### config.mk
export PLATFORM = sky130hd
export DESIGN_NAME = if_prefetch
export DESIGN_NICKNAME = d
export VERILOG_FILES = /design/src/rtl/if_prefetch.sv
export SDC_FILE = /design/constraint.sdc
export NUM_CORES = 1
export LEC_CHECK = 0
export ABC_CLOCK_PERIOD_IN_PS = 6700
export BUFFER_PORTS_ARGS = -buffer_cell sky130_fd_sc_hd__buf_2
export CAP_MARGIN = 25
export CORE_ASPECT_RATIO = 1.75
export CORE_MARGIN = 3
export CORE_UTILIZATION = 61
export DETAILED_ROUTE_END_ITERATION = 10
export PLACE_DENSITY = 0.86
export SYNTH_ARGS = -nofsm -noshare
export SYNTH_HDL_FRONTEND = slang
export SYNTH_SLANG_ARGS = --single-unit
### constraint.sdc
create_clock -name clk -period 6.7 [get_ports clk]
set_input_delay 1.005 -clock clk [delete_from_list [all_inputs] [get_ports clk]]
set_output_delay 1.005 -clock clk [all_outputs]
set_load 0.02 [all_outputs]
### src/rtl/if_prefetch.sv
// if_prefetch
//   Instruction fetch unit feeding the IF/ID register. Owns the fetch PC, issues
//   pipelined requests on a req/gnt/rvalid instruction bus, buffers returned words
//   in a DEPTH-entry FIFO and presents the head entry to IF/ID. An EX-stage branch
//   retargets the fetch PC, empties the FIFO and discards responses still in flight.
//
// Ports
//   clk, rst                  clock; synchronous active-high reset
//   stall_i                   IF/ID holding, head entry is not consumed
//   branch_flag_i/_addr_i     EX redirect strobe and word-aligned target
//   ibus_req_o/_addr_o        fetch request and address (held until granted)
//   ibus_gnt_i                request accepted (qualified with ibus_req_o)
//   ibus_rvalid_i/_rdata_i    in-order read response
//   pc_o/inst_o/inst_valid_o  FIFO head PC, word (0 when empty), non-empty flag
//
// state    | meaning
// ---------+-----------------------------------------------------------------
// FETCH    | normal operation: request while space is reservable, push data
// FLUSH    | after a branch: no requests, drop responses until discard == 0

module if_prefetch #(
  parameter int unsigned DEPTH    = 4,
  parameter logic [31:0] RESET_PC = 32'h0000_0000
) (
  input  logic        clk,
  input  logic        rst,
  input  logic        stall_i,
  input  logic        branch_flag_i,
  input  logic [31:0] branch_addr_i,
  output logic        ibus_req_o,
  output logic [31:0] ibus_addr_o,
  input  logic        ibus_gnt_i,
  input  logic        ibus_rvalid_i,
  input  logic [31:0] ibus_rdata_i,
  output logic [31:0] pc_o,
  output logic [31:0] inst_o,
  output logic        inst_valid_o
);

  localparam int unsigned AW = $clog2(DEPTH);
  localparam int unsigned CW = $clog2(DEPTH) + 1;
  localparam logic [CW-1:0] DEPTH_C = CW'(DEPTH);
  localparam logic [CW-1:0] ONE_C   = CW'(1);
  localparam logic [AW-1:0] PTR_ONE = AW'(1);

  typedef enum logic {ST_FETCH, ST_FLUSH} state_e;

  state_e          state_q, state_d;
  logic [31:0]     fetch_pc_q, fetch_pc_d;
  logic [31:0]     pc_q, pc_d;
  logic [CW-1:0]   count_q, count_d;
  logic [CW-1:0]   outstanding_q, outstanding_d;
  logic [CW-1:0]   discard_q, discard_d;
  logic [AW-1:0]   rd_ptr_q, rd_ptr_d;
  logic [AW-1:0]   wr_ptr_q, wr_ptr_d;
  logic [31:0]     mem_q [DEPTH];
  logic [31:0]     mem_d [DEPTH];

  logic [CW:0]     occupancy;
  logic [CW-1:0]   inflight;
  logic [CW-1:0]   discard_br;
  logic            grant;
  logic            rv_live;
  logic            push;
  logic            pop;

  // Space is reserved at grant time: FIFO entries plus granted-but-unreturned
  // words may never exceed DEPTH, so a push can never overflow.
  assign occupancy = {1'b0, count_q} + {1'b0, outstanding_q};
  // Only one of outstanding/discard is nonzero at a time; their sum is what the
  // bus still owes us, regardless of state.
  assign inflight  = outstanding_q + discard_q;
  assign grant     = ibus_req_o & ibus_gnt_i;
  // A response with nothing in flight is a bus error and is ignored outright.
  assign rv_live   = ibus_rvalid_i & (inflight != '0);
  assign push      = rv_live & ~branch_flag_i & (state_q == ST_FETCH);
  assign pop       = inst_valid_o & ~stall_i & ~branch_flag_i;
  // The branch cycle never requests, so the grant term is zero in practice;
  // it is kept so the discard count stays correct if that gating ever changes.
  assign discard_br = inflight + CW'(grant) - CW'(rv_live);

  // ---------------- state register ----------------
  always_ff @(posedge clk) begin
    if (rst) state_q <= ST_FETCH;
    else     state_q <= state_d;
  end

  // ---------------- next-state logic ----------------
  always_comb begin
    state_d = state_q;
    if (branch_flag_i) begin
      state_d = (discard_br != '0) ? ST_FLUSH : ST_FETCH;
    end else if (state_q == ST_FLUSH) begin
      if ((discard_q == '0) || ((discard_q == ONE_C) && rv_live)) state_d = ST_FETCH;
    end
  end

  // ---------------- output logic ----------------
  always_comb begin
    ibus_req_o   = ~rst & (state_q == ST_FETCH) & ~branch_flag_i &
                   (occupancy < {1'b0, DEPTH_C});
    ibus_addr_o  = fetch_pc_q;
    inst_valid_o = (count_q != '0);
    inst_o       = inst_valid_o ? mem_q[rd_ptr_q] : 32'h0;
    pc_o         = pc_q;
  end

  // ---------------- datapath next values ----------------
  always_comb begin
    fetch_pc_d    = fetch_pc_q;
    pc_d          = pc_q;
    count_d       = count_q;
    outstanding_d = outstanding_q;
    discard_d     = discard_q;
    rd_ptr_d      = rd_ptr_q;
    wr_ptr_d      = wr_ptr_q;
    for (int i = 0; i < DEPTH; i++) mem_d[i] = mem_q[i];

    if (push) mem_d[wr_ptr_q] = ibus_rdata_i;

    if (branch_flag_i) begin
      fetch_pc_d    = branch_addr_i;
      pc_d          = branch_addr_i;
      count_d       = '0;
      rd_ptr_d      = '0;
      wr_ptr_d      = '0;
      outstanding_d = '0;
      discard_d     = discard_br;
    end else begin
      if (grant) fetch_pc_d = fetch_pc_q + 32'd4;

      if (state_q == ST_FETCH) begin
        outstanding_d = outstanding_q + CW'(grant) - CW'(rv_live);
      end else if (rv_live) begin
        discard_d = discard_q - ONE_C;
      end

      if (push) wr_ptr_d = wr_ptr_q + PTR_ONE;
      if (pop) begin
        rd_ptr_d = rd_ptr_q + PTR_ONE;
        pc_d     = pc_q + 32'd4;
      end

      case ({push, pop})
        2'b10:   count_d = count_q + ONE_C;
        2'b01:   count_d = count_q - ONE_C;
        default: count_d = count_q;
      endcase
    end
  end

  // ---------------- datapath registers ----------------
  always_ff @(posedge clk) begin
    if (rst) begin
      fetch_pc_q    <= RESET_PC;
      pc_q          <= RESET_PC;
      count_q       <= '0;
      outstanding_q <= '0;
      discard_q     <= '0;
      rd_ptr_q      <= '0;
      wr_ptr_q      <= '0;
      for (int i = 0; i < DEPTH; i++) mem_q[i] <= 32'h0;
    end else begin
      fetch_pc_q    <= fetch_pc_d;
      pc_q          <= pc_d;
      count_q       <= count_d;
      outstanding_q <= outstanding_d;
      discard_q     <= discard_d;
      rd_ptr_q      <= rd_ptr_d;
      wr_ptr_q      <= wr_ptr_d;
      for (int i = 0; i < DEPTH; i++) mem_q[i] <= mem_d[i];
    end
  end

endmodule

# Word-level counts from Yosys, hierarchy flattened
# Memories as Yosys holds them, arrays and structs flattened. A register that Yosys moved wholly into a read port is not among the register bits.
# Index checks and enable logic that the tools add are counted.
totals:
  reg_bits: 78
  latch_bits: 0
  mem_bits_rw: 128
  rom_bits: 0
  inputBits: 70
  n_memories: 1
memory_table:
  columns: ["name", "words", "width", "read_ports", "rd_ports_with_merged_regs", "wr", "line_no", "text"]
  rows:
  - ["mem_q", 4, 32, 5, 1, 4, "56", "logic [31:0] mem_q [DEPTH];"]
classes:
  n_addsub: 13
  n_mul: 0
  n_div: 0
  order_cmp: 3
  eq_ne: 3
  shifts: 0
  muxes: 26
  bitwise: 18
  reduce_logical: 14
op_table:
  columns: ["operator", "n"]
  rows:
  - ["two-way mux 32 bit", 10]
  - ["bitwise mux 128 bit", 1]
  - ["two-way mux 128 bit", 1]
  - ["adder 32 x 3 -> 32 bit, second input constant", 2]
  - ["demux 32 bit (select 2 bit)", 1]
  - ["nonzero test 2 bit", 5]
  - ["AND 1 bit", 9]
  - ["two-way mux 3 bit", 3]
  - ["nonzero test 3 bit", 3]
  - ["two-way mux 1 bit", 7]
  - ["adder 3 x 1 -> 3 bit", 2]
  - ["one-hot mux 3 bit (2 select lines)", 1]
  - ["subtractor 3 x 1 -> 3 bit", 2]
  - ["subtractor 3 x 1 -> 3 bit, second input constant", 2]
  - ["adder 2 x 1 -> 2 bit, second input constant", 2]
  - ["adder 3 x 3 -> 4 bit", 1]
  - ["< comparator 4 x 3 -> 1 bit, second input constant", 1]
  - ["two-way mux 2 bit", 2]
  - ["inverter 1 bit", 4]
  - ["bitwise OR 1 bit", 4]
  - ["adder 3 x 1 -> 3 bit, second input constant", 1]
  - ["adder 3 bit", 1]
  - ["equality test 3 x 1 -> 1 bit, second input constant", 1]
  - [">= comparator 3 bit, second input constant", 1]
  - ["9 further kinds", 10]

# Logic depth before layout (Yosys ltp)
depth:
  ltp_word: 10
  mapped_depth: 15
  mapped_depth_nobuf: 14

# Worst setup path after synthesis
# Ideal clock, no wire load.
synth_path:
  path_kind: "input-to-reg"
  start: "input port branch_flag_i"
  end: "register discard_q[2]"
  setup_ps: 144
  t_arrival_ps: 3578
  required_ps: 6556
  path_slack_ps: 2979
  stages: 15
  n_path_buf: 4
  cell_sequence: "buf_2 > nor2_2 > and4_1 > buf_2 > inv_1 > buf_2 > buf_1 > ha_1 > inv_1 > ha_1 > fa_1 > xnor2_1 > and2_1 > o21ai_0 > o311ai_0"
synth_via:
  elab_chain_cells: 7
  elab_cells_between_ends: 10
synth_lines:
  columns: ["item", "line_no", "text"]
  rows:
  - ["from (decl)", "28", "input logic branch_flag_i,"]
  - ["inverter 1 bit", "100", "ibus_req_o = ~rst & (state_q == ST_FETCH) & ~branch_flag_i &"]
  - ["AND 1 bit (2 in a row)", "100", null]
  - ["AND 1 bit", "73", "assign grant = ibus_req_o & ibus_gnt_i;"]
  - ["adder 3 x 1 -> 3 bit", "80", "assign discard_br = inflight + CW'(grant) - CW'(rv_live);"]
  - ["subtractor 3 x 1 -> 3 bit", "80", null]
  - ["two-way mux 3 bit", "121", "if (branch_flag_i) begin"]
  - ["to (signal assigned)", "168", "discard_q <= discard_d;"]
  - ["to (decl)", "53", "logic [CW-1:0] discard_q, discard_d;"]
# Parallel ways exist; a longest one is shown, timed or not.
# A chain may end at the register's enable or synchronous reset.

# Worst setup path in the final report
layout_path:
  start: "input port rst"
  end: "register discard_q[2]"
layout_via:
  elab_chain_cells: 8
layout_lines:
  columns: ["item", "line_no", "text"]
  rows:
  - ["from (decl)", "26", "input logic rst,"]
  - ["inverter 1 bit", "100", null]
  - ["AND 1 bit (3 in a row)", "100", null]
  - ["AND 1 bit", "73", null]
  - ["adder 3 x 1 -> 3 bit", "80", null]
  - ["subtractor 3 x 1 -> 3 bit", "80", null]
  - ["two-way mux 3 bit", "121", null]
# Parallel ways exist; a longest one is shown, timed or not.

==> metrics.txt <==
status finished, final reports clean; top_reg_cell synth dfxtp_1; Fmax achieved 228.6 MHz; Seq/Total Area, Yosys 0.4227; total track usage 0.3157; Max-slew headroom 0.4112; vias 9196; RD Place Congestion 1.040; top post-synthesis cells by area dfxtp_1 (42%), nand2_1 (12%), a21oi_1 (7.9%); CTS resizes 0; met3 Use GR 0.06024; CP endpoint kind flop; min-delay worst type reg -> reg; worst-skew pair later-pin latency 490 ps; Synth Warn # 0; Post-CTS Hold Fix Bufs 0; FILL cells 1279; synthesized area 9851 sq um; first-pass GRT wire length 44.71 mm; fraction of layout cells with a size suffix above 1 0.1967; startpoint types input port; drc violations 0; CTS root buf clkbuf_16; slack of the critical path 2326 ps; top-count cell post-synth nand2_1; critical path arrival 4720 ps; setup TNS 0 ps; final hold vios 0; Pins Over Slew Limit 0; Final ANT Viol Nets 0; Die ar. 17770 sq um; EDFF count, synth 0; Unique masters post-synth 55; peak supply drop 0.2464 mV; GR peak layer met2; vias in the first global route 8956; Initial DRC Count 520; Worst Path Required 7050 ps; asr flop ratio synth 0; Num Clock Sinks 208; power per cell area 261.1 nW/um^2; WL per Instance 19.07 um; Final Skew 7.653 ps; Clock Pin Slew Worst Setup and Hold Paths 70 ps; final worst path period share 0.6529; initial antenna violation count 1; Worst Max-Slew Pin Slew 875.2 ps; Die Width 102.1 um; Yosys top cell area share 0.4227; Leak 4.233 nW; syn avg cell area 8.278 sq um; final setup vio count 0; Setup Crit Path Kind in -> reg; postcts setup bufs 0; FP Rows 60; synth-to-layout area growth 14.91%; CTS tree yes; Synth Instances 1190; flops & latches, synth 208; Clock Path Buffers 3; Tot Pwr 2.956 mW; post-DP HPWL 19.07 mm; vias per inst 6.090; RSZ-0062 raised after global routing no; crit-path max FO 61; Initial Util 0.6308; met1 usage 0.3401; core area 15620 sq um; Detailed Routing Iterations Pass 1 6; largest net degree at the start of global routing 86; Final Routed Wirelength 28.80 mm; commonest cells in the netlist nand2_1 (314), dfxtp_1 (208), a21oi_1 (155); io pins 168; Nets 1399; CTS Buf Count 19; PortBufs 167; minimum clock period 4374 ps; met2 Use GR 0.5578; setup slack after placement 1927 ps; Finished Core Util 0.7249; syn_nets 1280; grt ovf 0; leading area contributor after synthesis dfxtp_1; Die Ht 174.1 um; max_cap viols 0; htree depth 1
==> power breakdown <==
group / switching (mW) / internal, mW / total [mW]
clock network: 0.471 / 0.569 / 1.04
registers: 0.0664 / 1.31 / 1.37
logic: 0.322 / 0.220 / 0.542
==> layout by cell type, fill, tap and decap left out, types with 12 or more instances in the layout <==
cell type    n
nand2_1    314
dfxtp_1    207
buf_2      166
a21oi_1    155
and2_1      44
nor2_1      44
mux4_2      32
xnor2_1     32
inv_1       30
nand3_1     28
o21ai_0     25
nand4_1     23
clkbuf_16   19
nor4_1      17
nor3_1      16
ha_1        16
xor2_1      14
buf_4       14
a21boi_0    12
a31oi_1     12
==> area by class of cell <==
cell class                 count  area, sq um  share of cell area
multi-input combinational    868         5228              0.4618
inverter                      30        112.6            0.009948
sequential                   208         4165              0.3680
tap                          186        232.7             0.02056
timing repair buffer         182        991.0             0.08754
clock inverter                 8        43.79            0.003869
antenna                        2        5.005           0.0004421
clock buffer                  26        541.8             0.04786
==> kinds of logic (layout without fill, tap and decap cells) <==
kind of cell	Yosys count	count (layout)	synth area share
AOI/OAI and AO/OA	245	245	0.1406
xor gates and xnor gates	47	47	0.04319
adders and majority gates	20	20	0.02845
muxes	36	36	0.07748
other	0	2	0
DFF	208	208	0.4227
and+or+nand+nor	520	520	0.2408
buffers and inverters	114	246	0.04674
==> worst max-delay path: stages <==
cell      delay, ps
buf_4           290
nor2_2          350
and4_1          790
inv_1           550
ha_1            430
inv_1            50
ha_1            190
fa_1            370
xnor2_1         150
and2_1          150
o21ai_0         200
o311ai_0        160
==> registers in the layout, indices dropped and copies added (netlist names), named ones only <==
signal	cells
rd_ptr_q	2
state_q	1
outstanding_q	3
wr_ptr_q	2
pc_o	32
count_q	3
mem_q	128
discard_q	3
ibus_addr_o	32
==> per-stage QoR <==
step	std cells	instance area [sq um]	hold slack [ps]
4_1_cts	1508	11310	452.0
5_1_grt	1509	11320	470.6
3_3_place_gp	1472	10670	438.4
6_report	1510	11320	451.9
2_1_floorplan	1190	9851	433.1
3_5_place_dp	1474	10730	443.1
==> path summary, 6_finish.rpt <==
check                     from            to  slack, ps  cells after the start
setup / recovery           rst  discard_q[2]       2330                     12
setup reg to reg    count_q[2]  discard_q[2]       2660                     12
hold reg to reg   mem_q[2][16]  mem_q[2][16]        450                      2
hold / removal    mem_q[2][16]  mem_q[2][16]        450                      2
==> per-layer routing <==
metal | up-vias | wire length [um]
li1 | 4318 | -
met3 | 103 | 2494
met5 | - | 0
met2 | 437 | 14740
met1 | 4338 | 9816
met4 | 0 | 1752
(Power assumes the default switching activity.)
